===== src/rtl/elevator_pkg.sv =====
// Shared elevator types and constants used by the floor request queue and
// the car controller.
package elevator_pkg;

    localparam int NUM_FLOORS = 7;

    typedef logic [2:0]            floor_t;
    typedef logic [NUM_FLOORS-1:0] floor_mask_t;

    localparam logic DIR_UP   = 1'b1;
    localparam logic DIR_DOWN = 1'b0;

endpackage


===== src/rtl/floor_request_queue_if.sv =====
// Connection between the floor request queue and its neighbours:
// button panel and car controller on one side, queue on the other.
interface floor_request_queue_if;
    import elevator_pkg::*;

    floor_mask_t call_req;
    floor_t      current_floor;
    logic        current_up_ndown;
    logic        deassert_floor;
    floor_mask_t queue_status;
    logic        queue_empty;
    logic        next_up_ndown;
    logic [2:0]  pending_count;

    modport master (
        output call_req, current_floor, current_up_ndown, deassert_floor,
        input  queue_status, queue_empty, next_up_ndown, pending_count
    );

    modport slave (
        input  call_req, current_floor, current_up_ndown, deassert_floor,
        output queue_status, queue_empty, next_up_ndown, pending_count
    );
endinterface


===== src/rtl/floor_request_queue_call_sync.sv =====
// Per-button synchronizer chain plus rising-edge detector producing one-cycle
// set pulses; edges are ignored until the chain has refilled after reset.
module call_sync #(
    parameter int WIDTH       = 7,
    parameter int SYNC_STAGES = 2
) (
    input  logic             clk,
    input  logic             reset,
    input  logic [WIDTH-1:0] i_async,
    output logic [WIDTH-1:0] o_set_pulse
);

    logic [WIDTH-1:0]     r_sync [SYNC_STAGES];
    logic [WIDTH-1:0]     r_prev;
    logic [SYNC_STAGES:0] r_fill;
    logic [WIDTH-1:0]     w_sync_out;
    logic                 w_armed;

    assign w_sync_out = r_sync[SYNC_STAGES-1];
    // Armed one cycle after the last stage first holds real data, so a button
    // already held at reset release loads r_prev without producing a pulse.
    assign w_armed    = r_fill[SYNC_STAGES];

    always_ff @(posedge clk) begin
        if (reset) begin
            for (int i = 0; i < SYNC_STAGES; i++) begin
                r_sync[i] <= '0;
            end
            r_prev <= '0;
            r_fill <= '0;
        end else begin
            r_sync[0] <= i_async;
            for (int i = 1; i < SYNC_STAGES; i++) begin
                r_sync[i] <= r_sync[i-1];
            end
            r_prev <= w_sync_out;
            r_fill <= {r_fill[SYNC_STAGES-1:0], 1'b1};
        end
    end

    assign o_set_pulse = w_sync_out & ~r_prev & {WIDTH{w_armed}};

endmodule


===== src/rtl/floor_request_queue.sv =====
// Pending floor-call bitmap with served-floor clearing, population count and
// a registered recommended travel direction for the car controller.
module floor_request_queue #(
    parameter int NUM_FLOORS  = elevator_pkg::NUM_FLOORS,
    parameter int SYNC_STAGES = 2
) (
    input  logic                    clk,
    input  logic                    reset,
    floor_request_queue_if.slave    bus
);
    import elevator_pkg::*;

    localparam floor_t LAST_FLOOR = floor_t'(NUM_FLOORS - 1);

    logic [NUM_FLOORS-1:0] w_set_pulse;
    logic [NUM_FLOORS-1:0] w_clear;
    logic [NUM_FLOORS-1:0] w_above_bits;
    logic [NUM_FLOORS-1:0] w_below_bits;
    logic [NUM_FLOORS-1:0] w_queue_next;
    logic [NUM_FLOORS-1:0] r_queue;
    logic                  r_next_dir;
    logic                  w_dir_next;
    logic                  w_floor_legal;
    logic [2:0]            w_count;

    call_sync #(
        .WIDTH       (NUM_FLOORS),
        .SYNC_STAGES (SYNC_STAGES)
    ) u_call_sync (
        .clk         (clk),
        .reset       (reset),
        .i_async     (bus.call_req),
        .o_set_pulse (w_set_pulse)
    );

    // An out-of-range floor matches no bit and contributes to neither mask.
    assign w_floor_legal = (bus.current_floor <= LAST_FLOOR);

    generate
        for (genvar gi = 0; gi < NUM_FLOORS; gi++) begin : g_floor
            assign w_clear[gi]      = bus.deassert_floor && (bus.current_floor == floor_t'(gi));
            assign w_above_bits[gi] = r_queue[gi] && w_floor_legal && (floor_t'(gi) > bus.current_floor);
            assign w_below_bits[gi] = r_queue[gi] && w_floor_legal && (floor_t'(gi) < bus.current_floor);
        end
    endgenerate

    // Clearing wins: a press at the floor being served is absorbed.
    assign w_queue_next = (r_queue | w_set_pulse) & ~w_clear;

    always_comb begin
        w_dir_next = r_next_dir;
        if ((|w_above_bits) && (|w_below_bits)) begin
            w_dir_next = bus.current_up_ndown;
        end else if (|w_above_bits) begin
            w_dir_next = DIR_UP;
        end else if (|w_below_bits) begin
            w_dir_next = DIR_DOWN;
        end
    end

    always_ff @(posedge clk) begin
        if (reset) begin
            r_queue    <= '0;
            r_next_dir <= DIR_DOWN;
        end else begin
            r_queue    <= w_queue_next;
            r_next_dir <= w_dir_next;
        end
    end

    always_comb begin
        w_count = '0;
        for (int i = 0; i < NUM_FLOORS; i++) begin
            w_count = w_count + {2'b00, r_queue[i]};
        end
    end

    assign bus.queue_status  = r_queue;
    assign bus.queue_empty   = ~(|r_queue);
    assign bus.next_up_ndown = r_next_dir;
    assign bus.pending_count = w_count;

endmodule


===== src/flat_wrapper.sv =====
// flat-port wrapper written by rule: the top's interface ports become plain ports
module floor_request_queue_flat import elevator_pkg::*;
#(
    parameter int NUM_FLOORS  = elevator_pkg::NUM_FLOORS,
    parameter int SYNC_STAGES = 2
)
  (clk, reset, bus_call_req, bus_current_floor, bus_current_up_ndown, bus_deassert_floor, bus_queue_status, bus_queue_empty, bus_next_up_ndown, bus_pending_count);
  floor_request_queue_if bus_i ();
  input  logic clk;
  input  logic reset;
  input wire logic [$bits(bus_i.call_req)-1:0] bus_call_req;
  input wire logic [$bits(bus_i.current_floor)-1:0] bus_current_floor;
  input wire logic [$bits(bus_i.current_up_ndown)-1:0] bus_current_up_ndown;
  input wire logic [$bits(bus_i.deassert_floor)-1:0] bus_deassert_floor;
  output wire logic [$bits(bus_i.queue_status)-1:0] bus_queue_status;
  output wire logic [$bits(bus_i.queue_empty)-1:0] bus_queue_empty;
  output wire logic [$bits(bus_i.next_up_ndown)-1:0] bus_next_up_ndown;
  output wire logic [$bits(bus_i.pending_count)-1:0] bus_pending_count;
  assign bus_i.call_req = bus_call_req;
  assign bus_i.current_floor = bus_current_floor;
  assign bus_i.current_up_ndown = bus_current_up_ndown;
  assign bus_i.deassert_floor = bus_deassert_floor;
  assign bus_queue_status = bus_i.queue_status;
  assign bus_queue_empty = bus_i.queue_empty;
  assign bus_next_up_ndown = bus_i.next_up_ndown;
  assign bus_pending_count = bus_i.pending_count;
  floor_request_queue #(.NUM_FLOORS(NUM_FLOORS), .SYNC_STAGES(SYNC_STAGES)) u_core (.clk(clk), .reset(reset), .bus(bus_i));
endmodule

===== config.mk =====
export PLATFORM = sky130hd
export DESIGN_NAME = floor_request_queue_flat
export DESIGN_NICKNAME = d
export VERILOG_FILES = /design/src/rtl/elevator_pkg.sv /design/src/rtl/floor_request_queue_if.sv /design/src/rtl/floor_request_queue_call_sync.sv /design/src/rtl/floor_request_queue.sv /design/src/flat_wrapper.sv
export SDC_FILE = /design/constraint.sdc
export NUM_CORES = 1
export LEC_CHECK = 0
export CAP_MARGIN = 15
export CORE_UTILIZATION = 50
export DETAILED_ROUTE_END_ITERATION = 16
export MAX_ROUTING_LAYER = met4
export PLACE_DENSITY_LB_ADDON = 0.15
export RECOVER_POWER = 100
export SYNTH_ARGS = -nofsm -noshare
export SYNTH_HDL_FRONTEND = slang
export SYNTH_SLANG_ARGS = --single-unit
export TNS_END_PERCENT = 20

===== constraint.sdc =====
create_clock -name clk -period 8.8 [get_ports clk]
set_input_delay 1.76 -clock clk [delete_from_list [all_inputs] [get_ports clk]]
set_output_delay 1.76 -clock clk [all_outputs]
set_load 0.02 [all_outputs]

==> results by group <==
STA
  • Fin. max-slew vios: 0
  • Final Hold Fails: 0
  • Worst slew margin: 0.337
  • Fin Setup TNS: 0 ns
  • Clk_skew: 0.00723 ns
  • Final period demand of the worst path: 5.32 ns
  • Max Fclk: 0.188 GHz
  • # setup viols final: 0
  • RSZ-0062 raised after global routing: no
  • Period Utilization, post-route: 0.604
  • Hold WS: 0.441 ns
  • Worst-Margin Slew: 0.992 ns

GRT
  • Total GRT Usage: 0.202
  • Vias in the first global route: 873
  • First-pass GRT wire length: 3800 µm
  • Initial antenna violation count: 0
  • Largest net degree at the start of global routing: 32
  • GRT Residual Overflow: 0

Yosys
  • Synth area leaders: dfxtp_1 49%, nor2b_1 12%, fa_1 4.6%
  • Sequential fraction of the synthesis area: 0.494
  • Cell taking the most area after synthesis: dfxtp_1
  • Avg Cell Area, Syn: 10.5 µm²
  • Mux contribution to synthesized area: 0
  • EDFF count, synth: 0
  • Count leader, synth: dfxtp_1
  • Synth Register Bits: 32
  • Compound-gate portion of the synthesized area: 0.145
  • Cell area after synthesis: 1300 µm²
  • Top cells by count, synth: 32 x dfxtp_1, 25 x nor2b_1, 15 x inv_1
  • Top FF cell, synth: dfxtp_1
  • Synth Area in XOR/XNOR: 0.00676
  • Largest family of logic cells by synthesized area: simple AND/OR/NAND/NOR gates
  • Mapped Cells: 124
  • Post-Synth Simple-Gate Area: 0.199
  • Synthesized Nets: 145
  • Post-synth top area share: 0.494
  • Yosys warns: 0
  • Post-synth ARST share: 0
  • Library cells used by synthesis: 31
  • Post-Synth Adder-Cell Area: 0.0849

Critical path
  • R2R Setup Slk: 7.40 ns
  • Crit Path Max Fanout: 6
  • Crit path DAT: 3.56 ns
  • Crit path launch type: flip-flop
  • Crit path cell chain: inv_1 > ha_1 > inv_1 > fa_1 > fa_1 > inv_1 > ha_1 > fa_1 > xor2_1 > dlygate4sd3_1
  • WP data required: 7.04 ns
  • Kind of critical path: reg2out
  • CP endpoint: bus_pending_count[2]
  • Worst Reg-to-Reg Cells: 4
  • Crit Reg-Reg Endpoint: u_core.bus.next_up_ndown
  • CP endpoint kind: primary output
  • Worst R2R Start: u_core.bus.queue_status[1]
  • Slowest cell on crit path: dlygate4sd3_1
  • Largest stage delay, worst path: 0.69 ns
  • CP Launch Point: u_core.bus.queue_status[0]

Cells and area
  • Layout cells sized above 1: 0.0728
  • Ant. Diodes: 0
  • FILL cells: 205
  • Final nets: 171
  • Area delta synth->final: 24.0%

Die
  • Io pins: 26
  • Die area: 2800 µm²
  • Initial core utilization: 0.528
  • Core ar.: 2450 µm²
  • Die Ht: 52.9 µm
  • Die W: 52.9 µm
  • FP Rows: 18

Pwr
  • P_int: 0.000201 W
  • Combinational share of power: 0.090
  • Pwr dens: 161 nW/µm²
  • Sequential power share: 0.587
  • VDD IR max: 0.123 mV
  • Switch Pwr: 0.0000573 W
  • Tot Pwr: 0.000259 W
  • Sw Share: 0.221
  • Static leakage: 0.651 nW
  • Clock network power share: 0.323

CTS
  • Sink Count: 32
  • Clk Latency, worst-skew pair: 0.32 ns
  • Hold_buf cts: 0
  • Root buffer cell: clkbuf_4
  • H-tree Lvls: 2
  • CTS Buffer Depth: 2
  • Post-CTS setup buffer count: 0
  • Worst-path clk slew: 0.09 ns
  • TritonCTS buffer count: 5
  • Post-CTS Resized: 0
  • CTS tree: done

Drt
  • Final wirelength: 2360 µm
  • # DRC: 0
  • Vias per inst: 5.18
  • Avg WL per Cell: 13.1 µm
  • DR iter-0 viols: 10
  • ANT nets after route: 0
  • Vias post-DR: 937
  • 1st-pass router iterations: 4

Job
  • Max Cap Viol: 0

Place
  • Post-DP HPWL: 1710 µm
  • Port buffer count: 25
  • GPL Wtd Cong: 0.802

Hold path
  • Worst Hold Class: reg2reg

Status
  • Status: finished clean
## worst max-delay path, delay by kind of cell (launching register included)
kind,cells,cell delay (ns)
adders and majority gates,5,1.78
buffers and inverters,4,0.89
DFF,1,0.42
xor gates and xnor gates,1,0.15
## cells by family (layout without fill, tap and decap cells)
| logic type | count (synthesis) | count (layout) |
|---|---|---|
| simple gates | 42 | 42 |
| flops | 32 | 32 |
| compound gates | 21 | 21 |
| buf+inv | 21 | 48 |
| fa+ha+maj | 7 | 7 |
| xor+xnor | 1 | 1 |
## cell type report
cell class / count / area [µm²] / share of cell area
inverters: 15 / 56.3 / 0.0350
flip-flops and latches: 32 / 641 / 0.398
clock buffers: 8 / 58.8 / 0.0366
multi-input cells: 71 / 564 / 0.351
well taps: 30 / 37.5 / 0.0233
repair buffers: 25 / 250 / 0.156
## layer usage
metal	vias up	track usage	wire length, µm	share of wire
li1	470	-	-	-
met1	432	0.208	964	0.41
met2	31	0.346	1240	0.53
met3	4	0.0632	131	0.055
met4	0	0.101	24	0.010
met5	-	-	0	0
## cell usage in the layout, fill, tap and decap left out, drive strengths merged, types with 4 or more instances in the layout
cell type,Yosys,layout
a221oi,4,4
a311oi,4,4
a31oi,6,6
clkbuf,4,8
clkdlybuf4s50,0,12
dfxtp,32,32
dlygate4sd3,0,13
ha,4,4
inv,15,15
nor2b,25,25
## how the worst min path moves through the flow
stage | from | endpoint | slack, ns | depth (start not counted)
after global routing | u_core.u_call_sync.r_sync[0][4] | u_core.u_call_sync.r_sync[0][11] | 0.46 | 1
after floorplan | u_core.u_call_sync.r_fill[0] | u_core.u_call_sync.r_fill[1] | 0.41 | 1
final | u_core.u_call_sync.r_sync[0][4] | u_core.u_call_sync.r_sync[0][11] | 0.44 | 1
after detailed placement | u_core.u_call_sync.r_sync[0][4] | u_core.u_call_sync.r_sync[0][11] | 0.43 | 1
after global placement | u_core.u_call_sync.r_sync[0][0] | u_core.u_call_sync.r_sync[0][7] | 0.42 | 1
after CTS | u_core.u_call_sync.r_sync[0][4] | u_core.u_call_sync.r_sync[0][11] | 0.45 | 1
## sequential cells by signal (all words and copies together) (netlist names)
name                       flops
u_core.u_call_sync.r_prev      7
u_core.bus.next_up_ndown       1
u_core.u_call_sync.r_sync     14
u_core.bus.queue_status        7
u_core.u_call_sync.r_fill      3
## power groups by stage
| stage | clock, W | sequential (W) | combinational, W |
|---|---|---|---|
| floorplan | 0 | 0.000156 | 0.0000134 |
| global placement | 0 | 0.000155 | 0.0000233 |
| CTS | 0.0000873 | 0.000152 | 0.0000241 |
| finish | 0.0000834 | 0.000152 | 0.0000233 |
| detailed placement | 0 | 0.000155 | 0.0000240 |
| global route | 0.0000937 | 0.000153 | 0.0000255 |
## per-stage QoR
stage	area, µm²	utilization	setup WS, ns	instances
finish	1610	0.655	3.48	181
global route	1610	0.655	3.29	181
CTS	1610	0.655	3.51	181
detailed placement	1550	0.631	3.88	173
global placement	1550	0.631	4.01	173
floorplan	1300	-	4.28	124
Power figures use the tool's default switching activity.
